### config.mk
export PLATFORM = sky130hd
export DESIGN_NAME = uart_port_flat
export DESIGN_NICKNAME = d
export VERILOG_FILES = /design/src/rtl/uart_port_pkg.sv /design/src/rtl/uart_port_if.sv /design/src/rtl/uart_port_rx_core.sv /design/src/rtl/uart_port.sv /design/src/flat_wrapper.sv
export SDC_FILE = /design/constraint.sdc
export NUM_CORES = 1
export LEC_CHECK = 0
export ABC_AREA = 1
export ABC_CLOCK_PERIOD_IN_PS = 2000
export BUFFER_PORTS_ARGS = -buffer_cell sky130_fd_sc_hd__buf_4
export CORE_ASPECT_RATIO = 0.6
export CORE_MARGIN = 2
export CORE_UTILIZATION = 59
export DETAILED_ROUTE_END_ITERATION = 8
export GPL_TIMING_DRIVEN = 0
export PLACE_DENSITY = 0.8
export SLEW_MARGIN = 25
export SYNTH_ARGS = -nofsm -noshare
export SYNTH_HDL_FRONTEND = slang
export SYNTH_HIERARCHICAL = 1
export SYNTH_SLANG_ARGS = --single-unit
### constraint.sdc
create_clock -name clk_50MHz -period 2 [get_ports clk_50MHz]
set_input_delay 0.1 -clock clk_50MHz [delete_from_list [all_inputs] [get_ports clk_50MHz]]
set_output_delay 0.1 -clock clk_50MHz [all_outputs]
set_load 0.05 [all_outputs]
### src/rtl/uart_port_pkg.sv
// uart_port_pkg: shared definitions for the on-chip serial port.
//   - tx_state_e / rx_state_e : 2-bit state encodings of the TX and RX FSMs
//   - DEFAULT_CLKS_PER_BIT    : 50 MHz / 115200 baud
//   - ADDR_DATA / ADDR_STATUS : bus addresses decoded by the memory controller
//   - is_fall / is_rise       : edge tests on a registered (old, new) strobe pair
package uart_port_pkg;

  localparam int DEFAULT_CLKS_PER_BIT = 434;

  localparam logic [15:0] ADDR_DATA   = 16'hBF00;
  localparam logic [15:0] ADDR_STATUS = 16'hBF01;

  typedef enum logic [1:0] {
    T_IDLE  = 2'd0,
    T_START = 2'd1,
    T_DATA  = 2'd2,
    T_STOP  = 2'd3
  } tx_state_e;

  typedef enum logic [1:0] {
    R_IDLE  = 2'd0,
    R_START = 2'd1,
    R_DATA  = 2'd2,
    R_STOP  = 2'd3
  } rx_state_e;

  function automatic logic is_fall(input logic old_v, input logic new_v);
    return old_v & ~new_v;
  endfunction

  function automatic logic is_rise(input logic old_v, input logic new_v);
    return ~old_v & new_v;
  endfunction

endpackage

### src/rtl/uart_port_if.sv
// uart_port_if: strobe bus between the CPU memory controller (master) and the
// serial port (slave).
//   rdn, wrn   : active-low read/write strobes, synchronous to the port clock
//   data_i     : byte written to the transmit holding register
//   data_o     : {8'h00, rbr}; data_oe enables the controller's bus driver
//   data_ready, tbre, tsre : status bits packed by the controller into 0xBF01
//
// Handshake: there is no valid/ready pair. A transfer is an edge of a strobe:
// a write happens on the falling edge of wrn and only takes effect when tbre is
// 1 (otherwise it is silently dropped); a read consumes the byte on the rising
// edge of rdn, which clears data_ready. The master must therefore poll tbre
// before writing and data_ready before reading.
interface uart_port_if;
  logic        rdn;
  logic        wrn;
  logic [7:0]  data_i;
  logic [15:0] data_o;
  logic        data_oe;
  logic        data_ready;
  logic        tbre;
  logic        tsre;

  modport master (
    output rdn, wrn, data_i,
    input  data_o, data_oe, data_ready, tbre, tsre
  );

  modport slave (
    input  rdn, wrn, data_i,
    output data_o, data_oe, data_ready, tbre, tsre
  );
endinterface

### src/rtl/uart_port_rx_core.sv
// uart_rx_core: 8N1 receiver.
//   clk_50MHz, rst : clock and asynchronous active-low reset
//   rxd            : asynchronous serial input
//   byte_valid     : one-cycle pulse; rx_byte takes the new byte on this edge
//   rx_byte        : receive buffer register (rbr)
//   rx_state_dbg   : current RX FSM state
module uart_rx_core
  import uart_port_pkg::*;
#(
  parameter int CLKS_PER_BIT = DEFAULT_CLKS_PER_BIT
) (
  input  logic       clk_50MHz,
  input  logic       rst,
  input  logic       rxd,
  output logic       byte_valid,
  output logic [7:0] rx_byte,
  output rx_state_e  rx_state_dbg
);

  localparam int CNT_W = $clog2(CLKS_PER_BIT);
  localparam logic [CNT_W-1:0] CNT_LAST = CNT_W'(CLKS_PER_BIT - 1);
  localparam logic [CNT_W-1:0] CNT_HALF = CNT_W'(CLKS_PER_BIT / 2 - 1);
  localparam logic [CNT_W-1:0] CNT_ONE  = CNT_W'(1);

  logic             rx_s1, rx_s2, rx_prev;
  rx_state_e        state, state_n;
  logic [CNT_W-1:0] cnt, cnt_n;
  logic [3:0]       bit_cnt, bit_cnt_n;
  logic [7:0]       shift, shift_n;
  logic [7:0]       rbr;

  always_ff @(posedge clk_50MHz or negedge rst) begin
    if (!rst) begin
      rx_s1   <= 1'b1;
      rx_s2   <= 1'b1;
      rx_prev <= 1'b1;
      state   <= R_IDLE;
      cnt     <= '0;
      bit_cnt <= '0;
      shift   <= '0;
      rbr     <= '0;
    end else begin
      rx_s1   <= rxd;
      rx_s2   <= rx_s1;
      rx_prev <= rx_s2;
      state   <= state_n;
      cnt     <= cnt_n;
      bit_cnt <= bit_cnt_n;
      shift   <= shift_n;
      if (byte_valid) rbr <= shift;
    end
  end

  always_comb begin
    state_n    = state;
    cnt_n      = cnt;
    bit_cnt_n  = bit_cnt;
    shift_n    = shift;
    byte_valid = 1'b0;
    case (state)
      R_IDLE: begin
        if (rx_prev && !rx_s2) begin
          state_n = R_START;
          cnt_n   = '0;
        end
      end
      R_START: begin
        // Half a bit in: a line that is high again was only a glitch.
        if (cnt == CNT_HALF) begin
          cnt_n     = '0;
          bit_cnt_n = '0;
          state_n   = rx_s2 ? R_IDLE : R_DATA;
        end else begin
          cnt_n = cnt + CNT_ONE;
        end
      end
      R_DATA: begin
        if (cnt == CNT_LAST) begin
          cnt_n     = '0;
          shift_n   = {rx_s2, shift[7:1]};
          bit_cnt_n = bit_cnt + 4'd1;
          if (bit_cnt == 4'd7) state_n = R_STOP;
        end else begin
          cnt_n = cnt + CNT_ONE;
        end
      end
      R_STOP: begin
        if (cnt == CNT_LAST) begin
          cnt_n      = '0;
          byte_valid = rx_s2;  // a low stop bit is a framing error: drop it
          state_n    = R_IDLE;
        end else begin
          cnt_n = cnt + CNT_ONE;
        end
      end
      default: state_n = R_IDLE;
    endcase
  end

  assign rx_byte      = rbr;
  assign rx_state_dbg = state;

endmodule

### src/rtl/uart_port.sv
// uart_port: on-chip serial port behind the memory controller's strobe bus.
//   clk_50MHz, rst : clock and asynchronous active-low reset
//   bus            : uart_port_if.slave (strobes, data, status)
//   rxd / txd      : serial input (asynchronous) / output (idle high), 8N1
//   tx_state_dbg   : current TX FSM state
//   rx_state_dbg   : current RX FSM state
module uart_port
  import uart_port_pkg::*;
#(
  parameter int CLKS_PER_BIT = DEFAULT_CLKS_PER_BIT
) (
  input  logic        clk_50MHz,
  input  logic        rst,
  uart_port_if.slave  bus,
  input  logic        rxd,
  output logic        txd,
  output tx_state_e   tx_state_dbg,
  output rx_state_e   rx_state_dbg
);

  localparam int CNT_W = $clog2(CLKS_PER_BIT);
  localparam logic [CNT_W-1:0] CNT_LAST = CNT_W'(CLKS_PER_BIT - 1);
  localparam logic [CNT_W-1:0] CNT_ONE  = CNT_W'(1);

  logic             wrn_r, wrn_d, rdn_r, rdn_d;
  logic             wr_accept, rd_rise;
  logic [7:0]       thr;
  logic             tbre, tsre, data_ready;
  tx_state_e        tx_state, tx_state_n;
  logic [CNT_W-1:0] tx_cnt, tx_cnt_n;
  logic [3:0]       tx_bit, tx_bit_n;
  logic [7:0]       tx_shift, tx_shift_n;
  logic             txd_n, tsre_n, tx_pickup;
  logic             rx_valid;
  logic [7:0]       rbr;

  // Edges are taken between two registered copies of each strobe, so a write
  // lands in thr two edges after wrn goes low and a read clears data_ready two
  // edges after rdn goes high.
  assign wr_accept = is_fall(wrn_d, wrn_r) & tbre;
  assign rd_rise   = is_rise(rdn_d, rdn_r);

  always_ff @(posedge clk_50MHz or negedge rst) begin
    if (!rst) begin
      wrn_r      <= 1'b1;
      wrn_d      <= 1'b1;
      rdn_r      <= 1'b1;
      rdn_d      <= 1'b1;
      thr        <= '0;
      tbre       <= 1'b1;
      tsre       <= 1'b1;
      txd        <= 1'b1;
      data_ready <= 1'b0;
      tx_state   <= T_IDLE;
      tx_cnt     <= '0;
      tx_bit     <= '0;
      tx_shift   <= '0;
    end else begin
      wrn_r    <= bus.wrn;
      wrn_d    <= wrn_r;
      rdn_r    <= bus.rdn;
      rdn_d    <= rdn_r;
      tx_state <= tx_state_n;
      tx_cnt   <= tx_cnt_n;
      tx_bit   <= tx_bit_n;
      tx_shift <= tx_shift_n;
      txd      <= txd_n;
      tsre     <= tsre_n;
      // Pickup needs tbre=0 and a write needs tbre=1, so they never collide.
      if (tx_pickup)      tbre <= 1'b1;
      else if (wr_accept) tbre <= 1'b0;
      if (wr_accept) thr <= bus.data_i;
      // A byte arriving in the same cycle as the read outranks the clear.
      if (rx_valid)     data_ready <= 1'b1;
      else if (rd_rise) data_ready <= 1'b0;
    end
  end

  always_comb begin
    tx_state_n = tx_state;
    tx_cnt_n   = tx_cnt;
    tx_bit_n   = tx_bit;
    tx_shift_n = tx_shift;
    txd_n      = txd;
    tsre_n     = tsre;
    tx_pickup  = 1'b0;
    case (tx_state)
      T_IDLE: begin
        if (!tbre) begin
          tx_pickup  = 1'b1;
          tx_shift_n = thr;
          txd_n      = 1'b0;
          tsre_n     = 1'b0;
          tx_cnt_n   = '0;
          tx_state_n = T_START;
        end
      end
      T_START: begin
        if (tx_cnt == CNT_LAST) begin
          tx_cnt_n   = '0;
          tx_bit_n   = '0;
          txd_n      = tx_shift[0];
          tx_state_n = T_DATA;
        end else begin
          tx_cnt_n = tx_cnt + CNT_ONE;
        end
      end
      T_DATA: begin
        if (tx_cnt == CNT_LAST) begin
          tx_cnt_n = '0;
          if (tx_bit == 4'd7) begin
            txd_n      = 1'b1;
            tx_state_n = T_STOP;
          end else begin
            tx_shift_n = {1'b0, tx_shift[7:1]};
            txd_n      = tx_shift[1];
            tx_bit_n   = tx_bit + 4'd1;
          end
        end else begin
          tx_cnt_n = tx_cnt + CNT_ONE;
        end
      end
      T_STOP: begin
        if (tx_cnt == CNT_LAST) begin
          tx_cnt_n = '0;
          if (!tbre) begin
            // Next byte already waiting: start bit follows with no idle gap.
            tx_pickup  = 1'b1;
            tx_shift_n = thr;
            txd_n      = 1'b0;
            tx_state_n = T_START;
          end else begin
            tsre_n     = 1'b1;
            tx_state_n = T_IDLE;
          end
        end else begin
          tx_cnt_n = tx_cnt + CNT_ONE;
        end
      end
      default: tx_state_n = T_IDLE;
    endcase
  end

  uart_rx_core #(.CLKS_PER_BIT(CLKS_PER_BIT)) u_rx (
    .clk_50MHz    (clk_50MHz),
    .rst          (rst),
    .rxd          (rxd),
    .byte_valid   (rx_valid),
    .rx_byte      (rbr),
    .rx_state_dbg (rx_state_dbg)
  );

  assign bus.data_o     = {8'h00, rbr};
  assign bus.data_oe    = ~bus.rdn;
  assign bus.data_ready = data_ready;
  assign bus.tbre       = tbre;
  assign bus.tsre       = tsre;
  assign tx_state_dbg   = tx_state;

endmodule

### src/flat_wrapper.sv
// flat-port wrapper written by rule: the top's interface ports become plain ports
module uart_port_flat import uart_port_pkg::*;
#(
  parameter int CLKS_PER_BIT = DEFAULT_CLKS_PER_BIT
)
  (clk_50MHz, rst, rxd, txd, tx_state_dbg, rx_state_dbg, bus_rdn, bus_wrn, bus_data_i, bus_data_o, bus_data_oe, bus_data_ready, bus_tbre, bus_tsre);
  uart_port_if bus_i ();
  input  logic clk_50MHz;
  input  logic rst;
  input  logic rxd;
  output logic txd;
  output tx_state_e tx_state_dbg;
  output rx_state_e rx_state_dbg;
  input wire logic [$bits(bus_i.rdn)-1:0] bus_rdn;
  input wire logic [$bits(bus_i.wrn)-1:0] bus_wrn;
  input wire logic [$bits(bus_i.data_i)-1:0] bus_data_i;
  output wire logic [$bits(bus_i.data_o)-1:0] bus_data_o;
  output wire logic [$bits(bus_i.data_oe)-1:0] bus_data_oe;
  output wire logic [$bits(bus_i.data_ready)-1:0] bus_data_ready;
  output wire logic [$bits(bus_i.tbre)-1:0] bus_tbre;
  output wire logic [$bits(bus_i.tsre)-1:0] bus_tsre;
  assign bus_i.rdn = bus_rdn;
  assign bus_i.wrn = bus_wrn;
  assign bus_i.data_i = bus_data_i;
  assign bus_data_o = bus_i.data_o;
  assign bus_data_oe = bus_i.data_oe;
  assign bus_data_ready = bus_i.data_ready;
  assign bus_tbre = bus_i.tbre;
  assign bus_tsre = bus_i.tsre;
  uart_port #(.CLKS_PER_BIT(CLKS_PER_BIT)) u_core (.clk_50MHz(clk_50MHz), .rst(rst), .bus(bus_i), .rxd(rxd), .txd(txd), .tx_state_dbg(tx_state_dbg), .rx_state_dbg(rx_state_dbg));
endmodule
After elaboration in Yosys (flattened, before gate mapping)
Index checks and enable logic that the tools add are counted.
Operators by class
  add/subtract/negate cells: 4
  equal/unequal tests: 23
  multiplexer cells: 52
  bitwise gates (word level): 6
  reduce and logical (&&, ||, !) cells: 20
Operators by type and width (count)
  $mux 9: 5
  $mux 8: 4
  $pmux 9 s3: 1
  $pmux 8 s3: 1
  $mux 2: 11
  $mux 4: 5
  $add 9x1->9 const B: 2
  $eq 9x9->1 const B: 2
  $pmux 9 s2: 1
  $mux 1: 17
  $pmux 2 s4: 2
  $pmux 4 s2: 2
  $ne 2x2->1 const B: 7
  $reduce_and 4->1: 3
  $ne 2x1->1 const B: 5
  $reduce_and 5->1: 2
  $reduce_bool 2->1: 5
  $eq 9x8->1 const B: 1
  $add 4x1->4 const B: 2
  $eq 2x2->1 const B: 4
  $eq 4x3->1 const B: 2
  $reduce_and 3->1: 2
  $eq 2x1->1 const B: 2
  $logic_not 2->1: 2
  other kinds (10): 15
Storage, ports and cells
  flip-flop bits (word level): 73
  bits of input ports: 13
  output and inout bits: 25
  logic and storage cells: 126

Longest topological paths before layout
Gate-level depths: netlist of run 1.
  depth after elaboration: 5
  gate-level depth with buffers: 10
  depth with buffers taken out: 10

By module
Netlist of run 1, hierarchy kept.
Modules (own cells, without submodules)
  uart_port: instances 1, cells each 276, area an instance 2168.3 sq um, seq. area each 984.7 sq um
  uart_rx_core: instances 1, cells each 195, area an instance 1707.9 sq um, seq. area each 854.6 sq um

Worst setup path before layout of run 1
OpenSTA, ideal clock, no wires.
  path kind: register to register
  start: reg u_core.tx_state[0] (netlist: u_core/tx_state_dbg[0])
  end: reg u_core.tx_state[0] (netlist: u_core/tx_state_dbg[0])
  setup time: 120 ps
  data arrival time: 1763 ps
  data required time: 1880 ps
  setup slack: 117 ps
  stages on the path, launching flop included: 9
  path buffers: 0
  clock period less this slack: 1883 ps
  cell sequence: dfrtp_1 > inv_1 > ha_1 > nand2_1 > inv_1 > a21oi_1 > nand2_1 > nand2_1 > nand2_1
On the way
  cells in the longest elaborated chain, start to end: 3
  elaborated cells on any way between the ends: 11
  classes of those cells: 8 x eq/ne; 1 x mux; 2 x reduce/logical
Ends and longest elaborated chain
  start: declaration: RTL line uart_port.sv:29  | tx_state_e tx_state, tx_state_n;
  start signal: assignment: RTL line uart_port.sv:63  | tx_state <= tx_state_n;
  $eq 2x2->1, or another cell as far along: RTL line uart_port.sv:87  | case (tx_state)
  $ne 2x1->1 (no source line) or $ne 2x2->1 (tied branches)
  $reduce_and 5->1 (no source line)
Parallel ways exist; a longest one is shown, timed or not.
A chain may end at the register's enable or synchronous reset.

Final worst setup path of run 1
  start: reg u_core.tx_state[0] (netlist: u_core/tx_state_dbg[0])
  end: reg u_core.tx_bit[3]
On the way
  cells in the longest elaborated chain, start to end: 3
  elaborated cells on any way between the ends: 8
  classes of those cells: 5 x eq/ne; 1 x mux; 2 x reduce/logical
Ends and longest elaborated chain
  $eq 2x2->1 or $eq 2x1->1 (tied branches): RTL line uart_port.sv:87
  $ne 2x2->1 (no source line), or another cell as far along
  $reduce_and 4->1 (no source line)
  end signal: assignment: RTL line uart_port.sv:65  | tx_bit <= tx_bit_n;
  end: declaration: RTL line uart_port.sv:31  | logic [3:0] tx_bit, tx_bit_n;
Parallel ways exist; a longest one is shown, timed or not.

==> results of run 1 <==
worst reg2reg max path: stages (launching register included):
cell and delay (ps):
sky130_fd_sc_hd__dfrtp_1 460, sky130_fd_sc_hd__inv_1 140, sky130_fd_sc_hd__ha_1 260, sky130_fd_sc_hd__inv_1 130
sky130_fd_sc_hd__buf_2 260, sky130_fd_sc_hd__nand2_1 130, sky130_fd_sc_hd__nand3_1 100, sky130_fd_sc_hd__nor2_1 60
sky130_fd_sc_hd__nand2_1 60, sky130_fd_sc_hd__nand2_1 50
layout by cell type (no fill, tap or decap), types with 4 or more instances in the layout:
master and count:
sky130_fd_sc_hd__nand2_1 175, sky130_fd_sc_hd__clkbuf_8 9, sky130_fd_sc_hd__inv_2 8, sky130_fd_sc_hd__buf_4 37
sky130_fd_sc_hd__inv_1 42, sky130_fd_sc_hd__nor2_2 5, sky130_fd_sc_hd__nand2_4 6, sky130_fd_sc_hd__nand3_1 28
sky130_fd_sc_hd__dlygate4sd3_1 12, sky130_fd_sc_hd__nand4_1 7, sky130_fd_sc_hd__nor2_1 29, sky130_fd_sc_hd__nand3b_1 5
sky130_fd_sc_hd__xor2_1 6, sky130_fd_sc_hd__a21oi_1 12, sky130_fd_sc_hd__a21oi_2 4, sky130_fd_sc_hd__nand2_2 6
sky130_fd_sc_hd__dfrtp_1 63, sky130_fd_sc_hd__ha_1 12, sky130_fd_sc_hd__conb_1 8, sky130_fd_sc_hd__o21ai_2 8
sky130_fd_sc_hd__o21ai_0 7, sky130_fd_sc_hd__dfstp_2 10
metal layers:
layer  share of wire  track usage
met1            0.49       0.3675
met2            0.45       0.3969
met3           0.055      0.05675
met4          0.0045      0.06571
met5               0            0
flip-flops by register name, summed over array words and instances (netlist names), 2 cells and up, named ones only:
signal	count
u_core/tx_bit	4
u_core/u_rx/bit_cnt	4
u_core/tx_cnt	9
u_core/tx_state_dbg	2
u_core/u_rx/cnt	9
u_core/tx_shift	8
u_core/thr	8
u_core/u_rx/rx_byte	8
u_core/u_rx/shift	8
final cells by class:
class,count,area (µm²)
well taps,84,105.1
fillers,485,1692
plain buffers,12,86.33
multi-input cells,340,1774
repair buffers,41,337.8
flip-flops and latches,73,1839
clock inverters,6,50.05
clock buffers,10,127.6
inverters,53,209.0
stage by stage:
stage	std cells	setup WS (ps)
floorplan	478	117.4
global placement	591	188.4
detailed placement	591	167.2
CTS	619	145.7
global route	619	107.4
finish	619	247.0
power by group through the flow:
stage | combinational [mW] | clock [mW] | sequential [mW]
floorplan | 0.606 | 0 | 1.84
global placement | 0.848 | 0 | 1.78
detailed placement | 0.881 | 0 | 1.79
CTS | 0.905 | 1.07 | 1.76
global route | 1.02 | 1.14 | 1.78
finish | 0.911 | 1.04 | 1.77
how the worst max path moves through the flow:
stage                                 from                     end  slack, ps
detailed placement  u_core/tx_state_dbg[0]  u_core/tx_state_dbg[1]        170
CTS                 u_core/tx_state_dbg[0]  u_core/tx_state_dbg[1]        150
global route        u_core/tx_state_dbg[0]        u_core/tx_bit[3]        110
floorplan           u_core/tx_state_dbg[0]  u_core/tx_state_dbg[0]        120
global placement    u_core/tx_state_dbg[0]  u_core/tx_state_dbg[0]        190
finish              u_core/tx_state_dbg[0]        u_core/tx_bit[3]        250
logic make-up after synthesis:
logic type | after synthesis
simple gates | 274
xor+xnor | 8
fa+ha+maj | 12
other cells | 1
flops | 73
compound gates | 38
buf+inv | 65
timing repair:
item / 4_1_cts / 5_1_grt
resized for setup: 0 / 2
hold buffers: 12 / 0
hold endpoints to repair: 74 / 0
endpoints found under the setup margin: 0 / 2
==> results.txt, run 1 <==
The startpoint identified for the worst hold timing path is u_core/u_rx/rx_s1. The post-CTS setup buffer count came out at 0. The floorplan die area came out at between 7000 and 8000 µm². On the worst path, the slowest cell contributes a delay of about 460 ps. The critical setup path kind is flip-flop to flip-flop. The critical path depth came out at 9. The cell area after layout is between 4000 and 5000 µm². The number of different library cells in the post-synthesis netlist is 34. Sorting the synthesized cells by how often they occur yields sky130_fd_sc_hd__nand2_1, sky130_fd_sc_hd__dfrtp_1, sky130_fd_sc_hd__inv_1, sky130_fd_sc_hd__nor2_1, sky130_fd_sc_hd__nand3_1. The number of port buffers came out at 29.

The final routed wire length divided by cell count is approximately 13 µm. Walking the worst path, the cells encountered are inv_1 -> ha_1 -> inv_1 -> buf_2 -> nand2_1 -> nand3_1 -> nor2_1 -> nand2_1 -> nand2_1. Counting stages on the worst path, the most repeated cell is sky130_fd_sc_hd__nand2_1.

The arrival time reported for the critical path endpoint is slightly below 2000 ps. The net switching power came out at 1.326 mW. The launch instance of the worst register-to-register path is u_core/tx_state_dbg[0]. The part of the power in combinational logic came out at 0.245. In the final layout, the share of cells above drive strength 1 is 0.2150. The worst clock skew on the final layout is 11.12 ps. The maximum resistive drop on vdd came out at 541.4 µV. The instance area at placement came out at 4225 µm². The overall track demand over capacity in global routing came out at 0.2562. The total power is roughly 3.7 mW. The cell count after synthesis is roughly 470. The layout-stage area growth over the synthesis result came out at 16.85%. The core outline area came out at 6221 µm². The final hold slack is roughly 370 ps. Setup repair after global routing left no endpoint under its margin. The worst-path maximum fanout is 10.

Among all flip-flop cells after synthesis, the most frequent one is sky130_fd_sc_hd__dfrtp_1. In this run the static leakage power is between 2 and 2.5 nW. The register share of total power came out at 0.475. In the routed design, unresolved DRC markers number 0. The synthesis-stage register bit count is 73. The slowest stage of the critical path belongs to the cell sky130_fd_sc_hd__dfrtp_1. During I/O placement, the number of pins put on the boundary was 38.

The share of the synthesized area in the top cell type came out at 0.4067. Of the total power, the share spent switching nets is 0.3567. The path category of the worst min-delay check is flip-flop to flip-flop. The areal power density over the cells is a little over 800 nW/µm². The logic depth of the worst register-to-register path came out at 9. TritonCTS built the clock tree. The final wirelength is ~8.0 mm. The top cell type by total area after synthesis is sky130_fd_sc_hd__dfrtp_1.

The simple-gate portion of the synthesized area came out at 0.3296. The share of total power dissipated in the clock network is 0.280. The number of warnings issued by yosys is 6. The final critical delay including setup and external delays is roughly 1800 ps. The tree is rooted in a sky130_fd_sc_hd__clkbuf_8. The congestion estimate from routability-driven global placement came to about 0.89. The final number of hold-violating endpoints was 0. The worst slew margin relative to its limit came out at 0.3986. The count of buffering cells on the critical path with inverters included is 3. The share of the synthesized area in compound gates (AO/OA/AOI/OAI) is 0.06198. The average cell area after synthesis is around 8.2 µm².

The async set-or-reset flop fraction in the synthesized netlist is 1.000. The multiplexer share of the synthesized area is 0. The routed via count divided by cell count is slightly above 5. The first-pass GRT wire length came out at between 10 and 15 mm. In the post-synthesis netlist, the biggest area contributors are sky130_fd_sc_hd__dfrtp_1, sky130_fd_sc_hd__nand2_1, sky130_fd_sc_hd__dfstp_2. At the pin with the least slew margin, the transition time is ~900 ps. Yosys instantiated no cell more often than sky130_fd_sc_hd__nand2_1. Clock tree synthesis found a total of between 70 and 80 sinks. The initial core utilization came out at 0.6231. The total number of placement rows is 22. Summed over all failing endpoints, the final setup total negative slack is 0 ps. The largest buffer count on any clock path came out at 2.

For the worst setup path, the data required time is about 2200 ps. Setup violations remaining at the end of the flow were counted as 0. The repair_antennas step left the layout with diodes totalling 0. The parity-gate share of the synthesized area counting xor and xnor cells is 0.01808. The count of pins over their slew limit is 0.

The number of vias after detailed routing came out at ~3,200. The estimated wirelength of the detail-placed design came out at approximately 5.4 mm. The upper clock frequency limit is around 570 MHz. The via count of the first global-routing pass was ~3,100.

Dividing the final minimum period by the clock period gives 0.8765. The die width is 108.6 µm. For this block, the initial DRC count from the detailed router was ~170. At the end of the flow the core is filled with cells to 0.7281. The number of clock buffers added by TritonCTS is 9. The reg-to-reg critical path endpoint is u_core/tx_bit[3].

The first detailed-routing pass took 5 iterations. Global routing finished with a remaining overflow of 0. Counting instances, the worst hold path has a depth of 0. The category of cells accounting for the largest share of critical-path delay is buffers and inverters.

The run finished with clean final reports. The largest net degree at the start of global routing came out at 74. The design internal power came out at roughly 2.4 mW. Once detail routing completed, the nets flagged for antenna violations numbered 0. The path with the worst hold slack has its endpoint at u_core/u_rx/rx_s2.

The initial antenna violation count came out at 0. The max-capacitance violation count is 0. In this run the number of H-tree levels came out at 3. The kind of launch point of the worst setup path is a flip-flop. The number of flops mapped to enable cells by yosys came out at 0. The clock input transition at the sequential cells of the worst setup and hold paths is 90 ps. STA classifies the critical path endpoint as a flip-flop. The portion of the post-synthesis area used by sequential elements came out at 0.4745. The net count reported at finish is between 500 and 600. The clock latency on the worst-skew pair came out at between 300 and 400 ps. The share of synthesized cell area in full adder, half adder and majority cells is 0.03873. The post-synth design cell area is 3876 µm². The die boundary height is 66.79 µm. The main combinational cell family by area after synthesis is simple AND/OR/NAND/NOR gates.

The slack of the worst reg-to-reg path came out at around 250 ps.
No activity file was read; power rests on OpenSTA's default activity.
==> run 2, diff against run 1 <==
PLACE_DENSITY = default   (was 0.8)
PLACE_DENSITY_LB_ADDON = 0.08   (was default)
==> results.txt, run 2 (synthesis gave the netlist of run 1 again) <==
Setup repair after global routing left no endpoint under its margin. Fill cells in the final layout number approximately 500. From left edge to right edge, the die measures roughly 110 µm. Routed signal wires occupy layers up through met4. The DRC violation total after the first TritonRoute iteration is a little over 200. The initial core utilization is 0.6231.

The initial antenna violation count is 0. The count of pins over their slew limit was 0. The number of ports placed on the die boundary came out at 38. The setup TNS after final layout is 0 ps.

The final antenna-violating net count is 0. In this run the most critical hold path is launched from u_core/u_rx/rx_s1. The detailed-route wire length on metal 1 came out at 3.951 mm. The depth of the CTS H-tree is 3. The count of endpoints failing setup in the final report is 0.

Grouping stages by cell kind, the critical path spends the most delay in flip-flops. The critical path depth is 8. Clock skew on the completed layout was measured at around 13 ps.

Entering global routing, the biggest net connects between 70 and 80 pins. The overall track demand over capacity in global routing is 0.2564. The number of vias after detailed routing is ~3,100. The critical-path cell with the highest stage delay is sky130_fd_sc_hd__dfrtp_1. The largest buffer count on any clock path is 2. The cell area after layout is about 4500 µm².

In the layout the commonest cells are sky130_fd_sc_hd__nand2_1, sky130_fd_sc_hd__dfrtp_1, sky130_fd_sc_hd__inv_1, sky130_fd_sc_hd__buf_4, sky130_fd_sc_hd__nor2_1. The number of port buffers came out at 29. The via count of the first global-routing pass came to roughly 3,000. The max-capacitance violation count is 0. After detailed routing, the number of vias per cell comes to slightly above 5. The areal power density over the cells came out at 825.8 nW/µm². The launch instance of the worst register-to-register path is u_core/tx_state_dbg[0]. The final routed wire length divided by cell count is between 10 and 15 µm. In this design, the stage delay of the slowest critical-path cell is approximately 450 ps. The launching element of the worst setup path is u_core/tx_state_dbg[0]. The repair_antennas step left the layout with diodes totalling 0. After the last flow step, the layout net total stands at 555. The amount of wire on met2 after detailed routing came out at between 3 and 4 mm. The flow ran to the end, and the final reports show no timing, DRC or antenna violations. The placed instances occupy a cell area of ~4200 µm². The clock latency on the worst-skew pair came out at 350 ps. The die boundary height is 66.79 µm. The DRC violation count after routing is 0. Of the available clock period, the critical path in the final layout requires 0.8828. The fraction of layout cells with a size suffix above 1 came out at 0.2150.

The arrival time reported for the critical path endpoint came out at approximately 2000 ps. The library cell used most frequently in the layout, excluding fill and tap cells, is sky130_fd_sc_hd__nand2_1. The maximum resistive drop on vdd is between 500 and 600 µV. The estimated wirelength of the detail-placed design is about 5.6 mm.

The tightest hold path in the finished design has a slack of about 360 ps. The worst setup path is launched from a flip-flop. The core outline area is approximately 6200 µm².

The worst register-to-register path ends at u_core/tx_state_dbg[1]. The endpoint of the most critical setup path is u_core/tx_state_dbg[1]. The path category of the worst min-delay check is flip-flop to flip-flop. The first-pass GRT wire length came out at about 14 mm.

The multi-input gate area in the final layout came out at roughly 1800 µm². In this run the tightest slew margin relative to its limit is 0.4013. The upper clock frequency limit came out at between 500 and 600 MHz. Traced cell by cell, the critical path runs through inv_1 -> ha_1 -> nand2_1 -> inv_1 -> a21oi_2 -> nand2_1 -> nand2_1 -> nand2_1.

The slack of the worst reg-to-reg path is between 200 and 250 ps. The clock input transition at the sequential cells of the worst setup and hold paths is 80 ps. The final weighted congestion in routability-driven placement came out at 0.8820. The worst-path maximum fanout came out at 7.

The floorplan has 22 rows. Counting stages on the worst path, the most repeated cell is sky130_fd_sc_hd__nand2_1. The count of buffering cells on the critical path with inverters included is 2. For the finished layout, the period the worst path requires is 1766 ps. The critical setup path kind is flip-flop to flip-flop.

The final number of hold-violating endpoints came out at 0. The number of sinks on the clock net is 73. TritonCTS built the clock tree.

The area growth from synthesis to layout is 17.01%. The tree is rooted in a sky130_fd_sc_hd__clkbuf_8. In this run the static leakage power is between 2 and 2.5 nW. The total power came out at roughly 3.7 mW.

In the final layout, the registers with the most flip-flops are u_core/tx_cnt x9, u_core/u_rx/cnt x9. The number of buffers inserted during clock tree synthesis is 9. The remaining global-route overflow is 0. The length of the first detailed-routing pass in iterations came out at 5. The die covers 7256 µm². The total met3 wirelength after detailed routing came out at 511 µm. At the pin with the least slew margin, the transition time is 898.0 ps. After clock tree synthesis, the setup repair step added 0 buffers.

The worst setup path is captured at a flip-flop. The final wirelength came out at between 7 and 8 mm. The logic depth of the worst register-to-register path came out at 8. Registers take 1839 µm². At the worst endpoint, the required time is around 2200 ps.
## run 2: cell types whose count changed in the layout (fill, tap and decap cells not counted)
cell                         before  now
sky130_fd_sc_hd__clkbuf_1         1    0
sky130_fd_sc_hd__clkbuf_8         9   10
sky130_fd_sc_hd__clkinv_4         3    2
sky130_fd_sc_hd__clkinvlp_4       2    3
sky130_fd_sc_hd__nand2_1        175  176
sky130_fd_sc_hd__nand2_2          6    5
## run 2: repair_timing
action                                  4_1_cts  5_1_grt
hold buffers                                 12        0
resized for setup                             0        1
endpoints found under the setup margin        0        2
hold endpoints to repair                     74        0
## run 2: stage by stage
step                      utilization  setup WS, ps  std cells
after global placement         0.6792         172.4        591
after global routing           0.7291         87.48        619
after CTS                      0.7285         133.3        619
after detailed placement       0.6792         151.4        591
after floorplan                     -         117.4        478
final                          0.7291         234.3        619
## run 2: power breakdown
group          switching (mW)  leakage, nW  internal [mW]  total (mW)
clock network           0.580       0.0859          0.496        1.08
logic                   0.597         1.32          0.302       0.899
registers               0.146        0.906           1.62        1.77
## run 2: worst min path at each step
stage | cells past startpoint | to | slack, ps
after floorplan | 0 | u_core/bus.data_ready | -200
after global placement | 1 | u_core/u_rx/rx_s1 | 210
after detailed placement | 1 | u_core/wrn_r | 210
after CTS | 0 | u_core/u_rx/rx_s2 | 360
after global routing | 0 | u_core/u_rx/rx_s2 | 370
final | 0 | u_core/u_rx/rx_s2 | 360
## run 2: layout make-up
cell class                 instances  share of cell area
sequential                        73              0.4055
timing repair buffer              41             0.07448
inverter                          53             0.04607
multi-input combinational        340              0.3906
tap                               84             0.02317
clock inverter                     6             0.01076
buffer                            12             0.01903
clock buffer                      10             0.03034
## run 2: layer usage
layer	up-vias	GRT usage
met5	-	0
met4	0	0.07853
met3	13	0.06458
met2	89	0.3797
met1	1459	0.3714
li1	1586	-
